$ cat src/rtl/mem_arb_pkg.sv
// Shared constants, FSM state encoding and write-buffer entry type for the
// two-cache main-memory port arbiter.
package mem_arb_pkg;

  localparam int ADDR_W   = 13;
  localparam int LINE_W   = 32;
  localparam int WDATA_W  = 8;
  localparam int WB_DEPTH = 4;

  localparam logic [1:0] ST_IDLE   = 2'd0;
  localparam logic [1:0] ST_WR     = 2'd1;
  localparam logic [1:0] ST_RD     = 2'd2;
  localparam logic [1:0] ST_RD_END = 2'd3;

  typedef struct packed {
    logic [ADDR_W-1:0]  addr;
    logic [WDATA_W-1:0] data;
  } wb_entry_t;

endpackage

$ cat src/rtl/wr_buf.sv
// Per-port write-through buffer: a small FIFO of {address, byte} entries.
// A push into a full buffer still succeeds when the same edge pops an entry;
// otherwise the write is lost and the sticky overflow flag is raised.
module wr_buf
  import mem_arb_pkg::*;
#(
  parameter int DEPTH = WB_DEPTH
) (
  input  logic      clk,
  input  logic      reset,
  input  logic      i_push,
  input  wb_entry_t i_entry,
  input  logic      i_pop,
  output wb_entry_t o_head,
  output logic      o_empty,
  output logic      o_full,
  output logic      o_ovf
);

  localparam int PW = $clog2(DEPTH);
  localparam int CW = PW + 1;
  localparam logic [CW-1:0] FULL_CNT = CW'(DEPTH);

  wb_entry_t     r_mem [DEPTH];
  logic [PW-1:0] r_wrPtr;
  logic [PW-1:0] r_rdPtr;
  logic [CW-1:0] r_count;
  logic          r_ovf;

  logic w_doPop;
  logic w_doPush;

  assign o_empty  = (r_count == '0);
  assign o_full   = (r_count == FULL_CNT);
  assign o_head   = r_mem[r_rdPtr];
  assign o_ovf    = r_ovf;
  assign w_doPop  = i_pop && !o_empty;
  assign w_doPush = i_push && (!o_full || w_doPop);

  // Entry storage; contents are only meaningful below the occupancy count.
  always_ff @(posedge clk) begin
    if (w_doPush) begin
      r_mem[r_wrPtr] <= i_entry;
    end
  end

  // Pointers wrap naturally at DEPTH; count tracks occupancy, ovf is sticky.
  always_ff @(posedge clk) begin
    if (reset) begin
      r_wrPtr <= '0;
      r_rdPtr <= '0;
      r_count <= '0;
      r_ovf   <= 1'b0;
    end else begin
      if (w_doPush) begin
        r_wrPtr <= r_wrPtr + PW'(1);
      end
      if (w_doPop) begin
        r_rdPtr <= r_rdPtr + PW'(1);
      end
      case ({w_doPush, w_doPop})
        2'b10:   r_count <= r_count + CW'(1);
        2'b01:   r_count <= r_count - CW'(1);
        default: r_count <= r_count;
      endcase
      if (i_push && !w_doPush) begin
        r_ovf <= 1'b1;
      end
    end
  end

endmodule

$ cat src/rtl/mem_port_arbiter.sv
// Shares one main-memory port between the I-cache (port 0) and D-cache
// (port 1). Buffered write-through data always drains before a refill read is
// issued, so a refill can never return data older than a buffered write.
module mem_port_arbiter
  import mem_arb_pkg::*;
(
  input  logic               clk,
  input  logic               reset,
  input  logic               c0_rreq,
  input  logic [ADDR_W-1:0]  c0_raddr,
  output logic [LINE_W-1:0]  c0_rdata,
  output logic               c0_rvalid,
  input  logic               c0_wreq,
  input  logic [ADDR_W-1:0]  c0_waddr,
  input  logic [WDATA_W-1:0] c0_wdata,
  output logic               c0_wfull,
  output logic               c0_wovf,
  input  logic               c1_rreq,
  input  logic [ADDR_W-1:0]  c1_raddr,
  output logic [LINE_W-1:0]  c1_rdata,
  output logic               c1_rvalid,
  input  logic               c1_wreq,
  input  logic [ADDR_W-1:0]  c1_waddr,
  input  logic [WDATA_W-1:0] c1_wdata,
  output logic               c1_wfull,
  output logic               c1_wovf,
  output logic               mem_rreq,
  output logic [ADDR_W-1:0]  mem_raddr,
  input  logic [LINE_W-1:0]  mem_rdata,
  input  logic               mem_rvalid,
  output logic               mem_wreq,
  output logic [ADDR_W-1:0]  mem_waddr,
  output logic [WDATA_W-1:0] mem_wdata,
  input  logic               mem_wack
);

  logic [1:0]         r_state;
  logic               r_gnt;
  logic               r_wrPort;
  logic               r_rrWr;
  logic               r_rrRd;
  logic               r_memRreq;
  logic [ADDR_W-1:0]  r_memRaddr;
  logic               r_memWreq;
  logic [ADDR_W-1:0]  r_memWaddr;
  logic [WDATA_W-1:0] r_memWdata;

  wb_entry_t w_head0;
  wb_entry_t w_head1;
  wb_entry_t w_selHead;
  logic      w_empty0;
  logic      w_empty1;
  logic      w_pop0;
  logic      w_pop1;
  logic      w_wrSel;
  logic      w_rdSel;

  // Port 0 write buffer
  wr_buf #(.DEPTH(WB_DEPTH)) u_wbuf0 (
    .clk     (clk),
    .reset   (reset),
    .i_push  (c0_wreq),
    .i_entry ({c0_waddr, c0_wdata}),
    .i_pop   (w_pop0),
    .o_head  (w_head0),
    .o_empty (w_empty0),
    .o_full  (c0_wfull),
    .o_ovf   (c0_wovf)
  );

  // Port 1 write buffer
  wr_buf #(.DEPTH(WB_DEPTH)) u_wbuf1 (
    .clk     (clk),
    .reset   (reset),
    .i_push  (c1_wreq),
    .i_entry ({c1_waddr, c1_wdata}),
    .i_pop   (w_pop1),
    .o_head  (w_head1),
    .o_empty (w_empty1),
    .o_full  (c1_wfull),
    .o_ovf   (c1_wovf)
  );

  // Round-robin choices: favour the pointed-to port, fall back to the other.
  assign w_wrSel   = r_rrWr ? !w_empty1 : w_empty0;
  assign w_rdSel   = r_rrRd ? c1_rreq : !c0_rreq;
  assign w_selHead = w_wrSel ? w_head1 : w_head0;

  // A buffer entry retires on the edge memory accepts it.
  assign w_pop0 = (r_state == ST_WR) && mem_wack && !r_wrPort;
  assign w_pop1 = (r_state == ST_WR) && mem_wack &&  r_wrPort;

  assign c0_rdata  = mem_rdata;
  assign c1_rdata  = mem_rdata;
  assign c0_rvalid = mem_rvalid && (r_state == ST_RD) && !r_gnt;
  assign c1_rvalid = mem_rvalid && (r_state == ST_RD) &&  r_gnt;

  assign mem_rreq  = r_memRreq;
  assign mem_raddr = r_memRaddr;
  assign mem_wreq  = r_memWreq;
  assign mem_waddr = r_memWaddr;
  assign mem_wdata = r_memWdata;

  // Arbiter FSM: drain writes first, then serve one refill at a time.
  always_ff @(posedge clk) begin
    if (reset) begin
      r_state    <= ST_IDLE;
      r_gnt      <= 1'b0;
      r_wrPort   <= 1'b0;
      r_rrWr     <= 1'b0;
      r_rrRd     <= 1'b0;
      r_memRreq  <= 1'b0;
      r_memRaddr <= '0;
      r_memWreq  <= 1'b0;
      r_memWaddr <= '0;
      r_memWdata <= '0;
    end else begin
      case (r_state)
        ST_IDLE: begin
          if (!w_empty0 || !w_empty1) begin
            r_wrPort   <= w_wrSel;
            r_memWaddr <= w_selHead.addr;
            r_memWdata <= w_selHead.data;
            r_memWreq  <= 1'b1;
            r_state    <= ST_WR;
          end else if (c0_rreq || c1_rreq) begin
            r_gnt      <= w_rdSel;
            r_memRaddr <= w_rdSel ? c1_raddr : c0_raddr;
            r_memRreq  <= 1'b1;
            r_state    <= ST_RD;
          end
        end
        ST_WR: begin
          if (mem_wack) begin
            r_memWreq <= 1'b0;
            r_rrWr    <= ~r_wrPort;
            r_state   <= ST_IDLE;
          end
        end
        ST_RD: begin
          if (mem_rvalid) begin
            r_memRreq <= 1'b0;
            r_rrRd    <= ~r_gnt;
            r_state   <= ST_RD_END;
          end
        end
        ST_RD_END: begin
          r_state <= ST_IDLE;
        end
        default: begin
          r_state <= ST_IDLE;
        end
      endcase
    end
  end

endmodule

$ cat config.mk
export PLATFORM = sky130hd
export DESIGN_NAME = mem_port_arbiter
export DESIGN_NICKNAME = d
export VERILOG_FILES = /design/src/rtl/mem_arb_pkg.sv /design/src/rtl/wr_buf.sv /design/src/rtl/mem_port_arbiter.sv
export SDC_FILE = /design/constraint.sdc
export NUM_CORES = 1
export LEC_CHECK = 0
export CAP_MARGIN = 5
export CORE_MARGIN = 1
export CORE_UTILIZATION = 50
export CTS_CLUSTER_SIZE = 20
export DETAILED_ROUTE_END_ITERATION = 16
export PLACE_DENSITY = 0.91
export RECOVER_POWER = 25
export SYNTH_ARGS = -nofsm -noshare
export SYNTH_HDL_FRONTEND = slang
export SYNTH_SLANG_ARGS = --single-unit
$ cat constraint.sdc
create_clock -name clk -period 4.45 [get_ports clk]
set_clock_uncertainty 0.2 [all_clocks]
set_input_delay 0.89 -clock clk [delete_from_list [all_inputs] [get_ports clk]]
set_output_delay 0.89 -clock clk [all_outputs]
set_load 0.03 [all_outputs]
==> run summary <==
The run finished with clean final reports. From synthesis to final layout, the design area changed by 18.7%. The synthesized netlist occupies a cell area of between 9000 and 10000 um^2. The share of layout cells above drive strength 1 came out at 15.3%. The worst setup path is of the input port to output pin kind. The initial DRC count came out at between 300 and 400.

The global placer's final weighted congestion is roughly 0.78. The die extent in y is around 140 um. The arrival time at the worst endpoint is 2.37 ns. The minimum setup slack after placement came out at roughly 0.9 ns. Among the stages of the critical path, the cell type that occurs most often is sky130_fd_sc_hd__clkdlybuf4s50_1. The internal power came out at 4250 uW.

STA classifies the critical path endpoint as an output pin. The initial cell density of the core came out at 51.8%. In this run the worst hold path is classified as flop to flop. The post-cts gate resize count came out at 0. The tree is rooted in a sky130_fd_sc_hd__clkbuf_16.

Data on the critical path is required at its endpoint by 3.36 ns. The tool flagged a number of max-cap violations equal to 0. Setup repair after global routing left no endpoint under its margin. The most used flip-flop cell after synthesis is sky130_fd_sc_hd__edfxtp_1. For this run the aggregate overflow at the end of global routing stands at 0. The mean instance size in the synthesized netlist came out at between 15 and 20 um^2. Headroom to the max-slew limit came out at 23.2%. Across every metal layer, demand over resource in global routing totals 21.1%. The total iterations of the first detailed-routing run is 4. The count of nets left with antenna violations after detail routing is 0. The worst path buffer plus inverter count came out at 2.

The first global-routing pass estimated about 31000 um of wire. The initial antenna violation count is 0. Among all stages on the critical path, the largest delay is contributed by sky130_fd_sc_hd__clkdlybuf4s50_1. STA classifies the critical path startpoint as an input port. The hold buffer count at CTS is 0. The library cells used most frequently in the layout, excluding fill and tap cells, are sky130_fd_sc_hd__edfxtp_1, sky130_fd_sc_hd__clkdlybuf4s50_1, sky130_fd_sc_hd__nor2_1, sky130_fd_sc_hd__dfxtp_1, sky130_fd_sc_hd__mux4_2. Setup total negative slack on the finished layout was measured at 0 ns. The startpoint identified for the worst hold timing path is u_wbuf0.o_ovf. The number of antenna repair diodes came out at 0. The HPWL after detailed placement came out at 13000 um.

The sequential element share of the synthesized area came out at 66.4%. The post-CTS setup-driven buffer insertion count is 0. The vias after detailed routing came out at 5331. Traced cell by cell, the critical path runs through clkdlybuf4s50_1 -> nand3b_1 -> nor2_1 -> clkdlybuf4s50_1. Broken down by cell family, the worst path's largest delay share belongs to buffers and inverters. The area of the die is 19500 um^2.

The CTS tree is done. The reg-to-reg startpoint is u_wbuf0.r_count[1]. The power density over cell area is 527 nW/um^2.

The start point of the critical path is mem_rvalid. Leaving out fill and tap cells, the most frequent cell in the layout is sky130_fd_sc_hd__edfxtp_1. The count of endpoints failing setup in the final report came out at 0. Counting every instance in the synthesized netlist gives 622. The clock net in this run drives a total of 230 sinks.

The number of hold violations in the final report is 0. Per report_power, the clock group accounts for 33.5% of the total. The number of synthesis warnings is 0. The final setup slack of the worst path came out at 0.987 ns. Combinational logic burns 21.4% of the power.

The number of synthesized register bits is between 200 and 250. The minimum setup slack among reg-to-reg paths came out at about 1.5 ns. The measured slew at the worst slew-check pin came out at 1.15 ns. The peak ir drop on the vdd network came out at 494 uV. The net switching power of the design came out at ~1700 uW. The number of port buffers is 117. The via count of the first global-routing pass is 5473. Dividing the final minimum period by the clock period gives 77.8%. 214 I/O pins were placed. The share of power burned in registers came out at a little under half.

For this design the static power due to leakage is 0.00380 uW. Of the total power, the share spent switching nets is 28.3%. The die is ~140 um wide. The number of synthesized flops with an enable pin is 168.

The routed design has 20300 um of wire. The number of different library cells in the post-synthesis netlist is between 40 and 50. The top fanout value on the critical path is 3.

Entering global routing, the biggest net connects 45 pins. The fill cell total of the finished layout came out at 1285. The routed length per placed instance came out at 21.9 um. The post-synthesis net count came out at between 700 and 800. The clock slew at the register clock pins of the worst setup and hold paths is 0.06 ns.

After detailed routing, the number of vias per cell comes to roughly 5.7. CTS built an H-tree with a depth of 1. The post-route DRC violation count came out at 0. The later-pin clock latency in the skew report is 0.52 ns.

The number of nets in the layout came out at about 800. The standard cell core area came out at 18300 um^2. The total clock buffers created by CTS came out at 23. The final period demand of the worst path is 3.46 ns.

The stage delay of the slowest cell on the critical path is between 0.6 and 0.7 ns. The max-slew violation total from the final report came to 0. Row generation in the floorplan step produced 49 rows. The longest clock path from root to sink contains 3 buffers. The timing-limited maximum frequency is ~290 MHz.

The async set or reset register ratio after synthesis came out at 0%.
-- flip-flops by register name, indices dropped and copies added (netlist names), 2 cells and up, named ones only --
register	cells
u_wbuf1.r_count	3
r_state	2
u_wbuf1.r_rdPtr	2
mem_waddr	13
u_wbuf0.r_wrPtr	2
mem_raddr	13
u_wbuf0.r_rdPtr	2
u_wbuf1.r_mem	84
u_wbuf0.r_mem	84
u_wbuf1.r_wrPtr	2
mem_wdata	8
u_wbuf0.r_count	3
-- path summary, 6_finish.rpt --
check | end | cells past startpoint
setup / recovery | c1_rvalid | 4
hold / removal | u_wbuf0.o_ovf | 2
setup reg to reg | mem_waddr[4] | 4
hold reg to reg | u_wbuf0.o_ovf | 2
-- power by group through the flow --
stage	combinational, uW	sequential, uW	clock, uW
2_1_floorplan	695	2880	0
3_3_place_gp	1230	2700	0
3_5_place_dp	1260	2710	0
4_1_cts	1280	2670	2010
5_1_grt	1360	2700	2100
6_report	1270	2670	1980
-- worst min-delay path: stages, from the launching register on --
cell	delay [ns]
sky130_fd_sc_hd__dfxtp_1	0.33
sky130_fd_sc_hd__a21oi_1	0.04
sky130_fd_sc_hd__nor2_1	0.07
-- synthesized netlist by cell type (all sizes together), types with 3 or more instances --
master  number  area, um^2
mux2i       17         170
clkbuf      22        82.6
nor2        65         244
inv         15        56.3
a311oi      22         193
nor3         7        35.0
xnor2        3        26.3
a31oi        3        18.8
buf         74         539
nand2       25        93.8
mux4        42         946
or3          4        25.0
and2         8        50.1
dfxtp       62        1240
ha           9         113
a21oi        7        38.8
mux2         3        33.8
nand3       23         115
a211oi      13         128
edfxtp     168        5040
xor2         5        43.8
-- routing by layer --
metal  GRT usage [%]  vias up  wire length [um]
li1                -     2405                 -
met1            23.9     2587              7390
met2            38.8      286             10700
met3            4.68       53              1690
met4            7.81        0               570
met5               0        -                 0
-- stage by stage --
step	total power [uW]	util (%)	hold slack [ns]	cell area, um^2	instances
after floorplan	3580	-	0.281	9470	622
after global placement	3930	57.0	0.249	10400	886
after detailed placement	3970	57.0	0.259	10400	886
after CTS	5960	61.4	0.277	11200	928
after global routing	6160	61.5	0.313	11200	929
final	5930	61.5	0.279	11200	929
-- cell families after synthesis --
| logic type | synth area share, % |
|---|---|
| buf+inv | 7.16 |
| mux | 12.1 |
| simple gates | 7.20 |
| flops | 66.4 |
| compound gates | 4.76 |
| xor+xnor | 0.740 |
| fa+ha+maj | 1.61 |
-- final cells by class --
class / count / area, um^2 / area share [%]
flip-flops and latches: 230 / 6290 / 55.9
multi-input cells: 281 / 2520 / 22.4
repair buffers: 132 / 1300 / 11.6
clock buffers: 33 / 653 / 5.81
well taps: 229 / 287 / 2.55
clock inverters: 9 / 140 / 1.25
inverters: 15 / 56.3 / 0.501
No activity file was read; power rests on OpenSTA's default activity.
